### src/rtl/present_inv_sbox_layer.sv
// PRESENT inverse S-box layer: replaces every nibble of the state with S^-1[nibble],
// one nibble per clock (LSB nibble first), through a single shared table lookup.
module present_inv_sbox_layer #(
  parameter int NIBBLES = 16
) (
  input  logic                 clk,
  input  logic                 rst_n,
  input  logic                 start,
  input  logic [4*NIBBLES-1:0] state_in,
  output logic                 busy,
  output logic                 done,
  output logic [4*NIBBLES-1:0] state_out
);

  localparam int W  = 4 * NIBBLES;
  localparam int CW = (NIBBLES > 1) ? $clog2(NIBBLES) : 1;

  typedef enum logic [1:0] {
    IDLE = 2'd0,
    RUN  = 2'd1,
    DONE = 2'd2
  } state_e;

  state_e         state_q, state_d;
  logic [CW-1:0]  cnt_q, cnt_d;
  logic           busy_q, busy_d;
  logic           done_q, done_d;
  logic [W-1:0]   data_q, data_d;
  logic [3:0]     nib_in, nib_out;

  function automatic logic [3:0] inv_sbox(input logic [3:0] x);
    logic [3:0] y;
    case (x)
      4'h0: y = 4'h5;  4'h1: y = 4'hE;  4'h2: y = 4'hF;  4'h3: y = 4'h8;
      4'h4: y = 4'hC;  4'h5: y = 4'h1;  4'h6: y = 4'h2;  4'h7: y = 4'hD;
      4'h8: y = 4'hB;  4'h9: y = 4'h4;  4'hA: y = 4'h6;  4'hB: y = 4'h3;
      4'hC: y = 4'h0;  4'hD: y = 4'h7;  4'hE: y = 4'h9;  default: y = 4'hA;
    endcase
    return y;
  endfunction

  // The single shared lookup: select the current nibble, invert it.
  always_comb begin
    nib_in  = data_q[{cnt_q, 2'b00} +: 4];
    nib_out = inv_sbox(nib_in);
  end

  always_comb begin
    state_d = state_q;
    cnt_d   = cnt_q;
    busy_d  = busy_q;
    done_d  = 1'b0;
    data_d  = data_q;
    case (state_q)
      IDLE: begin
        if (start) begin
          data_d  = state_in;
          cnt_d   = '0;
          busy_d  = 1'b1;
          state_d = RUN;
        end
      end
      RUN: begin
        data_d[{cnt_q, 2'b00} +: 4] = nib_out;
        cnt_d = cnt_q + 1'b1;
        if (cnt_q == CW'(NIBBLES - 1)) begin
          cnt_d   = '0;
          busy_d  = 1'b0;
          done_d  = 1'b1;
          state_d = DONE;
        end
      end
      DONE: begin
        // A start seen during the done cycle chains straight into the next job.
        if (start) begin
          data_d  = state_in;
          cnt_d   = '0;
          busy_d  = 1'b1;
          state_d = RUN;
        end else begin
          state_d = IDLE;
        end
      end
      default: begin
        state_d = IDLE;
        busy_d  = 1'b0;
      end
    endcase
  end

  always_ff @(posedge clk) begin
    if (!rst_n) begin
      state_q <= IDLE;
      cnt_q   <= '0;
      busy_q  <= 1'b0;
      done_q  <= 1'b0;
      data_q  <= '0;
    end else begin
      state_q <= state_d;
      cnt_q   <= cnt_d;
      busy_q  <= busy_d;
      done_q  <= done_d;
      data_q  <= data_d;
    end
  end

  assign busy      = busy_q;
  assign done      = done_q;
  assign state_out = data_q;

endmodule
### config.mk
export PLATFORM = sky130hd
export DESIGN_NAME = present_inv_sbox_layer
export DESIGN_NICKNAME = d
export VERILOG_FILES = /design/src/rtl/present_inv_sbox_layer.sv
export SDC_FILE = /design/constraint.sdc
export NUM_CORES = 1
export LEC_CHECK = 0
export CAP_MARGIN = 30
export CORE_MARGIN = 2
export CORE_UTILIZATION = 35
export DETAILED_ROUTE_END_ITERATION = 7
export GPL_TIMING_DRIVEN = 0
export PLACE_DENSITY_LB_ADDON = 0.05
export SETUP_SLACK_MARGIN = 0.15
export SYNTH_ARGS = -nofsm -noshare
export SYNTH_HDL_FRONTEND = slang
export SYNTH_SLANG_ARGS = --single-unit
### constraint.sdc
create_clock -name clk -period 3.7 [get_ports clk]
set_clock_uncertainty 0.1 [all_clocks]
set_input_delay 0.925 -clock clk [delete_from_list [all_inputs] [get_ports clk]]
set_output_delay 0.925 -clock clk [all_outputs]
set_load 0.03 [all_outputs]
==> flow_summary.ini <==
[yosys]
syn_area_per_cell_sq_um = 8.66
netlist_area_sq_um = 4550
synth-edff-count = 0
yosys_warnings = 0
ys_seq_area_share_pct = 31.7
netlist_instances = 525
yosys_register_bits = 72
netlist.area_leader.share_pct = 31.7
synth_largest_area_cell = dfxtp_1
synth_fp_nets = 603
synthTopCellsByArea = dfxtp_1 32%, mux4_2 6.9%, o21ai_0 4.6%, a21oi_1 4.3%, o22ai_1 3.6%
async_flop_share_pct = 0
synth_common_cells = 72 x dfxtp_1, 42 x o21ai_0, 39 x a21oi_1
yosysUniqueCellTypes = 64
yosysMostFrequentCell = dfxtp_1
ys.flop_type = dfxtp_1

[clock_tree]
worstSkewPairLatency_ns = 0.35
cts_made_buffers = 9
cts.clk_slew.worst_paths_ns = 0.06
clock-root-buffer = clkbuf_16
cts_htree_levels = 3
tritoncts = yes
postCtsHoldBufs = 0
cts_sinks = 72
clockBufferDepth = 2

[place]
portBuffers = 132
placed_area_sq_um = 6080
placed_cells = 829
dp_hpwl_mm = 15.4
gp_congestion = 0.985

[cells_and_area]
n_antenna_cell = 0
final_cells = 853
design_area_sq_um = 6550
syn_to_final_growth_pct = 43.9
drive_gt1_share_pct = 11.2
fill_cells = 1251
nets = 754

[floorplanning]
floorplan.initialDensity_pct = 35.9
core_area_sq_um = 12700
die_width_um = 118
die_y_um = 118
num_rows = 41
pin_count = 133
die_area_sq_um = 13900

[setup_path]
crit_path_max_fanout = 10
crit_family = buffers and inverters
rrSetupSlack_ns = 0.29
crit_type = in -> reg
cp_common_cell = clkbuf_1
rr_worst_depth = 13
r2r-end = state_out[2]
crit_path_start_kind = input pin
arrival_ns = 3.58
critPathBufInv = 4
worstSetupEndpointType = flip-flop
critPathRequiredTime_ns = 3.86
max_stage_delay_ns = 0.48
cp_slowest_cell = clkbuf_1
cp_cell_sequence = clkdlybuf4s50_1 > clkbuf_1 > nand2_1 > clkbuf_1 > nor3_2 > clkbuf_1 > a32oi_1 > o21ai_0
r2r_start = cnt_q[1]

[global_routing]
grt_pass1_vias = 4968
grt_pass1_wl_mm = 30.6
grt_max_degree = 13
antenna_found_initial = 0
grt_usage_pct = 29.4
overflow = 0

[routing]
drc_errors = 0
dr.max_layer_used = met4
wire_per_inst_um = 24.1
dr.pass1.iters = 5
dr.first_iter.drc_count = 467
met1Wirelength_mm = 8.86
via_per_inst = 6.00
dr_wl_met2_mm = 9.47
wirelength_mm = 20.6
antenna_left = 0
dr_total_vias = 5121
wl_met3_mm = 1.75

[hold_path]
hold_path_class = reg -> reg
hold_start = busy
holdPathStages = 2
min_to = busy

[sta]
slew_violations = 0
hold_viol = 0
fmax_mhz = 293
setup_tns_ns = 0
maxSlewHeadroom_pct = 46.8
hold_slack_ns = 0.378
period_share_pct = 92.3
rsz0062_at_grt = no
period_minus_slack_ns = 3.42
worstMarginPinSlew_ns = 0.799
setup_violations = 0

[power]
cell_internal_pwr_mw = 1.82
ir_drop_uv = 215
comb_power_share_pct = 36.1
pwr-share-clk_pct = 32.5
netSwitchingFraction_pct = 36.1
power_leakage_nw = 2.32
pwr-share-seq_pct = 31.4
p_per_area_nw_per_um2 = 436
switching_power_mw = 1.03
total_power_mw = 2.85

[job]
cap_viol_max_count = 0

[outcome]
outcome = complete, no violations
[stage by stage]
| stage | util (%) | setup slack (ns) |
|---|---|---|
| 6_report | 51.7 | 0.284 |
| 5_1_grt | 51.7 | 0.160 |
| 4_1_cts | 51.6 | 0.139 |
| 3_5_place_dp | 48.0 | -0.307 |
| 3_3_place_gp | 48.0 | -0.281 |
| 2_1_floorplan | - | 0.626 |
[worst max path at each step]
stage	end	cells after the start	slack [ns]	startpoint
after global routing	state_out[46]	11	0.16	cnt_q[0]
final	state_out[5]	8	0.28	start
after detailed placement	state_out[10]	12	-0.31	cnt_q[1]
after floorplan	state_out[40]	9	0.63	cnt_q[0]
after CTS	state_out[16]	11	0.14	cnt_q[1]
after global placement	state_out[10]	12	-0.28	cnt_q[1]
[final cells by class]
type	instances	area [sq um]	share of cell area, %
Buffer	39	213	3.25
Timing Repair Buffer	140	1410	21.5
Inverter	20	75.1	1.15
Sequential cell	72	1440	22.1
Clock buffer	11	253	3.86
Tap cell	172	215	3.29
Clock inverter	5	55.1	0.841
Multi-Input combinational cell	394	2890	44.1
[power by group through the flow]
| stage | Combinational, mW | Sequential (mW) | Clock [mW] |
|---|---|---|---|
| 6_report | 1.03 | 0.897 | 0.926 |
| 5_1_grt | 1.08 | 0.902 | 0.968 |
| 4_1_cts | 1.01 | 0.895 | 0.931 |
| 3_5_place_dp | 0.907 | 0.911 | 0 |
| 3_3_place_gp | 0.905 | 0.910 | 0 |
| 2_1_floorplan | 0.436 | 0.994 | 0 |
[timing repair]
action | CTS | global route
pin swaps | 1 | 0
endpoints found under the setup margin | 58 | 58
buffers inserted | 8 | 0
hold endpoints to repair | 0 | 0
gates cloned | 0 | 0
gates resized for setup | 9 | 5
[kinds of logic (layout without fill, tap and decap cells)]
logic type               after synthesis  count (layout)  share of synthesized area [%]
AO/OA/AOI/OAI                        193             193                           28.8
AND/OR/NAND/NOR                      160             160                           18.3
flip-flops                            72              72                           31.7
buffers and inverters                 59             215                           5.91
multiplexers                          27              27                           11.6
adder cells (fa/ha/maj)               11              11                           3.03
XOR/XNOR                               3               3                          0.743
[state kept, by name, summed over array words and instances (netlist names)]
register and cells:
state_out 64, done 1, cnt_q 4, state_q 2, busy 1
[per-layer routing]
layer  global-route usage [%]  vias up
li1                         -     2317
met1                     39.8     2491
met2                     45.9      282
met3                     5.77       31
met4                     11.6        0
met5                        0        -
[worst reg2reg max path, cell delays in order (launching register included)]
cell and delay [ns]:
dfxtp_2 0.37, buf_6 0.18, buf_6 0.21, buf_4 0.24, mux4_2 0.35, mux4_2 0.53
inv_1 0.15, ha_2 0.36, inv_1 0.10, nand2_1 0.08, mux2i_4 0.22, buf_4 0.17
o31ai_1 0.08, a31oi_1 0.20
[layout by cell type, fill, tap and decap left out, drive strengths merged, types with 18 or more instances in the layout]
master and instances:
a21oi 39, a31oi 18, and3 18, buf 22
clkbuf 36, clkdlybuf4s50 132, dfxtp 72, inv 19
nand2 37, nor2 29, nor3 19, o21ai 45
o22ai 27
Note: power is estimated with default switching activity, not from simulation.
==> RTL edit 1 (same settings) <==
Make the reset (`rst_n`) asynchronous in one clocked block.
--- a/src/rtl/present_inv_sbox_layer.sv
+++ b/src/rtl/present_inv_sbox_layer.sv
@@ -90,3 +90,3 @@
 
-  always_ff @(posedge clk) begin
+  always_ff @(posedge clk or negedge rst_n) begin
     if (!rst_n) begin
Behaviour: differs if rst_n is asserted again (counterexample within 4 cycles, from zero or initial values and one cycle with rst_n low); with rst_n held inactive, the same outputs for 10 cycles.
==> RTL edit 1 against the original RTL <==
- die area decreased by 1.7%
- routed wire length fell by 15%
- worst hold slack improved by 0.029 ns
- sequential cell count did not move
- utilization rose by 0.64 points
- synthesized area fell by 1.8%
- sequential share of layout area increased by 5.5 points
- count of clock-buffer cells in the layout increased by 1
- non-clock buffer count is 2 lower
- final area did not move
- worst setup slack lost 0.039 ns
Power is not shown: default switching activity piles up to over one toggle a cycle in this logic, so the estimate is an artifact.
==> RTL edit 1: results (changes against the original RTL) <==
logic_synthesis:
  synth_cell_types: 50  # -22%
  async_flop_share_pct: 100  # +100 points
  seq_area_frac_synth_pct: 40.3  # +8.6 points
  synth_common_cells: "72 x dfrtp_1, 56 x a21oi_1, 51 x nor3b_1"
routing:
  vias: 4523  # -12%
  first_iter_violations: 305  # -35%
  wl_met2_um: 8000  # -16%
  wl_met1_um: 8170  # -7.8%
  wl_per_cell_um: 22.3  # -7.6%
  met3WireLength_um: 935  # -46%
critical_path:
  r2r_end: "state_out[7]$_DFFE_PN0P_"
  r2r_setup_slack_ns: 0.24  # -0.05 ns
  cpPeakStageDelay_ns: 0.56  # +0.08 ns
final_layout:
  layout-drive-gt1-share_pct: 13.1  # +2.0 points
  fin_nets: 690  # -8.5%
sta:
  worst_pin_slew_ns: 0.759  # -0.0400 ns
global_route:
  grt_pass1_wl_um: 25800  # -15%
  grtUsageMet2_pct: 39.7  # -6.1 points
  grt_max_degree: 42  # +29
  grtUsageMet3_pct: 3.40  # -2.4 points
  track_usage_pct: 25.8  # -3.5 points
  first_global_vias: 4321  # -13%
  met1_usage_pct: 37.1  # -2.7 points
placement:
  placed_area_um2: 6020  # -1.0%
  hpwl_um: 13100  # -15%
  pre_cts_ws_ns: -0.451  # -0.145 ns
  globalplace.congestion: 0.940  # -4.6%
  placedCellCount: 762  # -8.1%
worst_hold_path:
  hold_depth: 1  # -1
  min_to: "state_q[1]$_DFFE_PN0P_"
  min_from: "state_q[1]$_DFFE_PN0P_"
status:
  status: "completed"
-- RTL edit 1: cell types whose count changed after synthesis, sizes merged, moves of 9 or more --
| cell | before | now |
|---|---|---|
| dfxtp | 72 | 0 |
| nand3 | 17 | 8 |
| nor3 | 19 | 1 |
| nor3b | 1 | 51 |
| dfrtp | 0 | 72 |
| nor2b | 14 | 4 |
| nor2 | 29 | 15 |
| a32oi | 13 | 0 |
| nand3b | 1 | 10 |
| nand2 | 37 | 20 |
| o22ai | 27 | 10 |
| a21oi | 39 | 56 |
| and3 | 18 | 1 |
| o21ai | 45 | 60 |
-- RTL edit 1: worst max-delay path: cells and delay by family, from the launching register on --
| kind | cells | cell delay [ns] |
|---|---|---|
| DFF | 1 | 0.38 |
| AOI/OAI and AO/OA | 4 | 0.65 |
| buffers and inverters | 4 | 0.58 |
| adders and majority gates | 1 | 0.15 |
| muxes | 4 | 1.50 |
-- RTL edit 1: logic make-up after synthesis --
| kind of cell | Yosys count | synth area share [%] |
|---|---|---|
| compound gates | 165 | 21.9 |
| xor+xnor | 3 | 0.588 |
| fa+ha+maj | 11 | 3.08 |
| buf+inv | 46 | 4.82 |
| flops | 72 | 40.3 |
| mux | 27 | 10.9 |
| simple gates | 133 | 18.5 |
-- RTL edit 1: final cells by class --
type	instances	area (um^2)
Clock buffer	12	267
Multi-Input combinational cell	339	2500
Inverter	13	48.8
Sequential cell	72	1800
Timing Repair Buffer	144	1420
Clock inverter	4	98.8
Tap cell	172	215
Fill cell	1175	5970
Buffer	33	194
-- RTL edit 1: what timing repair did --
| item | in CTS | in global routing |
|---|---|---|
| gates resized for setup | 16 | 12 |
| pin swaps | 0 | 2 |
| endpoints found under the setup margin | 55 | 35 |
| setup buffers | 4 | 7 |
==> RTL edit 2 (same flow settings) <==
Without the edit above. `NIBBLES`: 16 -> 32.
--- a/src/rtl/present_inv_sbox_layer.sv
+++ b/src/rtl/present_inv_sbox_layer.sv
@@ -3,3 +3,3 @@
 module present_inv_sbox_layer #(
-  parameter int NIBBLES = 16
+  parameter int NIBBLES = 32
 ) (
Ports: changed (resized state_in and state_out); port bits go from 133 to 261. No check against the original RTL was run, so the function may have changed too.
==> RTL edit 2 against the original RTL <==
- worst setup slack worse by 0.13 ns
- fmax is 3.8% lower
- global-route usage is 6.0 points higher
- total power is 110% higher
- cell count is 94% higher
- final area is 97% higher
- sequential cell count is 65 higher
- largest cell class unchanged
- count of clock-buffer cells in the layout is 7 higher
- routed wire length is 130% higher
- synthesized area is 86% higher
==> RTL edit 2: results (changes against the original RTL) <==
routing:
  drt_first_pass_iters: 6  # +1
  viasPerCell: 6.47  # +7.8%
  first_iter_violations: 1314  # +180%
  routed_wl_um: 47400  # +130%
global_route:
  first_global_vias: 10100  # +100%
  antenna_found_initial: 2  # +2
  grt_max_degree: 17  # +4
  grtUsageMet3_pct: 9.90  # +4.1 points
  met1_usage_pct: 48.8  # +9.0 points
  track_usage_pct: 35.3  # +6.0 points
  grt_pass1_wl_um: 66700  # +120%
  grtUsageMet2_pct: 52.0  # +6.1 points
clock_network:
  insertion_delay_ns: 0.45  # +0.10 ns
  clkSlewWorstSetupHoldPaths_ns: 0.07
  cts_max_path_buffers: 2  # unchanged
  cts-root-buf: "clkbuf_16"
  cts_buffers: 17  # +8
  htreeDepth: 4  # +1
pwr:
  p_leak_uw: 0.00473  # +100%
  ir_drop_uv: 286  # +33%
  p_sw_uw: 2370  # +130%
logic_synthesis:
  async_flop_share_pct: 0  # unchanged
  yosys-top-cells-area: "dfxtp_1 32%, a21oi_1 11%, o221ai_1 6.2%, mux4_2 5.9%, o22ai_1 4.7%"
  synth_ff_type: "dfxtp_1"
  synth_common_cells: "191 x a21oi_1, 137 x dfxtp_1, 63 x o22ai_1"
  yosys_warnings: 0  # unchanged
  syn-num-nets: 1151  # +91%
  seq_area_frac_synth_pct: 32.4  # +0.71 points
  synth_cell_types: 63  # -1.6%
placement:
  globalplace.congestion: 1.01  # +3.0%
  port_buffers: 259  # +96%
  placed_area_um2: 11500  # +89%
  hpwl_um: 35300  # +130%
critical_path:
  r2r_setup_slack_ns: 0.20  # -0.09 ns
  reg2regPathDepth: 18  # +5
  endpoint: "state_out[94]$_SDFFE_PN0P_"
  timing.rr.start: "cnt_q[1]$_SDFFE_PN0P_"
  startpoint: "start"
  cp_max_fo: 10  # unchanged
  r2r_end: "state_out[85]$_SDFFE_PN0P_"
final_layout:
  fin_nets: 1465  # +94%
  layout-drive-gt1-share_pct: 15.7  # +4.5 points
  fillers: 2259  # +81%
  largest_reg_flops: 128  # +100%
status:
  status: "completed"
worst_hold_path:
  hold_class: "flip-flop to flip-flop"
  min_from: "state_out[48]$_SDFFE_PN0P_"
sta:
  slew_headroom_pct: 42.8  # -3.9 points
RTL edit 2: cell count changes after synthesis, sizes merged, moves of 18 or more:
cell	before	now
a21o	1	41
and3	18	50
buf	14	33
o221ai	6	60
o22ai	27	63
clkbuf	25	58
dfxtp	72	137
a21oi	39	191
nand2	37	55
RTL edit 2: cells by family after synthesis:
| family | share of synthesized area, % |
|---|---|
| buf+inv | 5.84 |
| compound gates | 34.9 |
| fa+ha+maj | 1.77 |
| xor+xnor | 0.104 |
| flops | 32.4 |
| mux | 10.6 |
| simple gates | 14.4 |
RTL edit 2: worst max-delay path, stage by stage:
cell             delay, ns
clkdlybuf4s50_1       0.59
nand2_1               0.48
nand2_1               0.36
clkbuf_1              0.48
nand2_1               0.36
or3_1                 0.45
o22ai_1               0.17
RTL edit 2: worst min path at each step:
stage                                      end  slack [ns]  depth (start not counted)
floorplan                      done$_SDFF_PN0_        0.47                          2
global placement    state_out[48]$_SDFFE_PN0P_        0.39                          2
detailed placement  state_out[48]$_SDFFE_PN0P_        0.40                          2
CTS                 state_out[48]$_SDFFE_PN0P_        0.41                          2
global route        state_out[48]$_SDFFE_PN0P_        0.44                          2
finish              state_out[48]$_SDFFE_PN0P_        0.42                          2
RTL edit 2: layout make-up:
class                   instances  area (um^2)  share of cell area, %
clock inverters                14          164                   1.27
well taps                     319          399                   3.09
multi-input cells             765         5480                   42.5
repair buffers                295         2950                   22.9
diodes                          1         2.50                 0.0194
plain buffers                  91          666                   5.16
flip-flops and latches        137         2750                   21.3
inverters                      15         60.1                  0.465
clock buffers                  18          429                   3.33
RTL edit 2: per-layer routing:
| metal | wire length, um | share of wire (%) |
|---|---|---|
| met4 | 1780 | 3.7 |
| met3 | 6140 | 13 |
| met5 | 0 | 0 |
| met2 | 20400 | 43 |
| met1 | 19100 | 40 |
RTL edit 2: timing repair:
item,CTS,global route
gates resized for setup,98,59
gates cloned,0,2
setup buffers,19,13
pin swaps,3,3
setup endpoints to repair,128,125
RTL edit 2: power groups by stage:
stage	clock network, uW	registers, uW	logic [uW]
3_3_place_gp	0	1780	1960
4_1_cts	1800	1740	2130
5_1_grt	1870	1760	2420
6_report	1820	1750	2370
3_5_place_dp	0	1770	1980
2_1_floorplan	0	1960	846
RTL edit 2: per-stage QoR:
step	hold slack, ns	TNS [ns]	setup slack, ns	cells
after floorplan	0.469	0	0.158	1008
after global placement	0.393	-115.93	-1.25	1586
after detailed placement	0.401	-119.29	-1.23	1588
after CTS	0.412	0	0.113	1639
after global routing	0.441	0	0.153	1654
final	0.416	0	0.149	1655
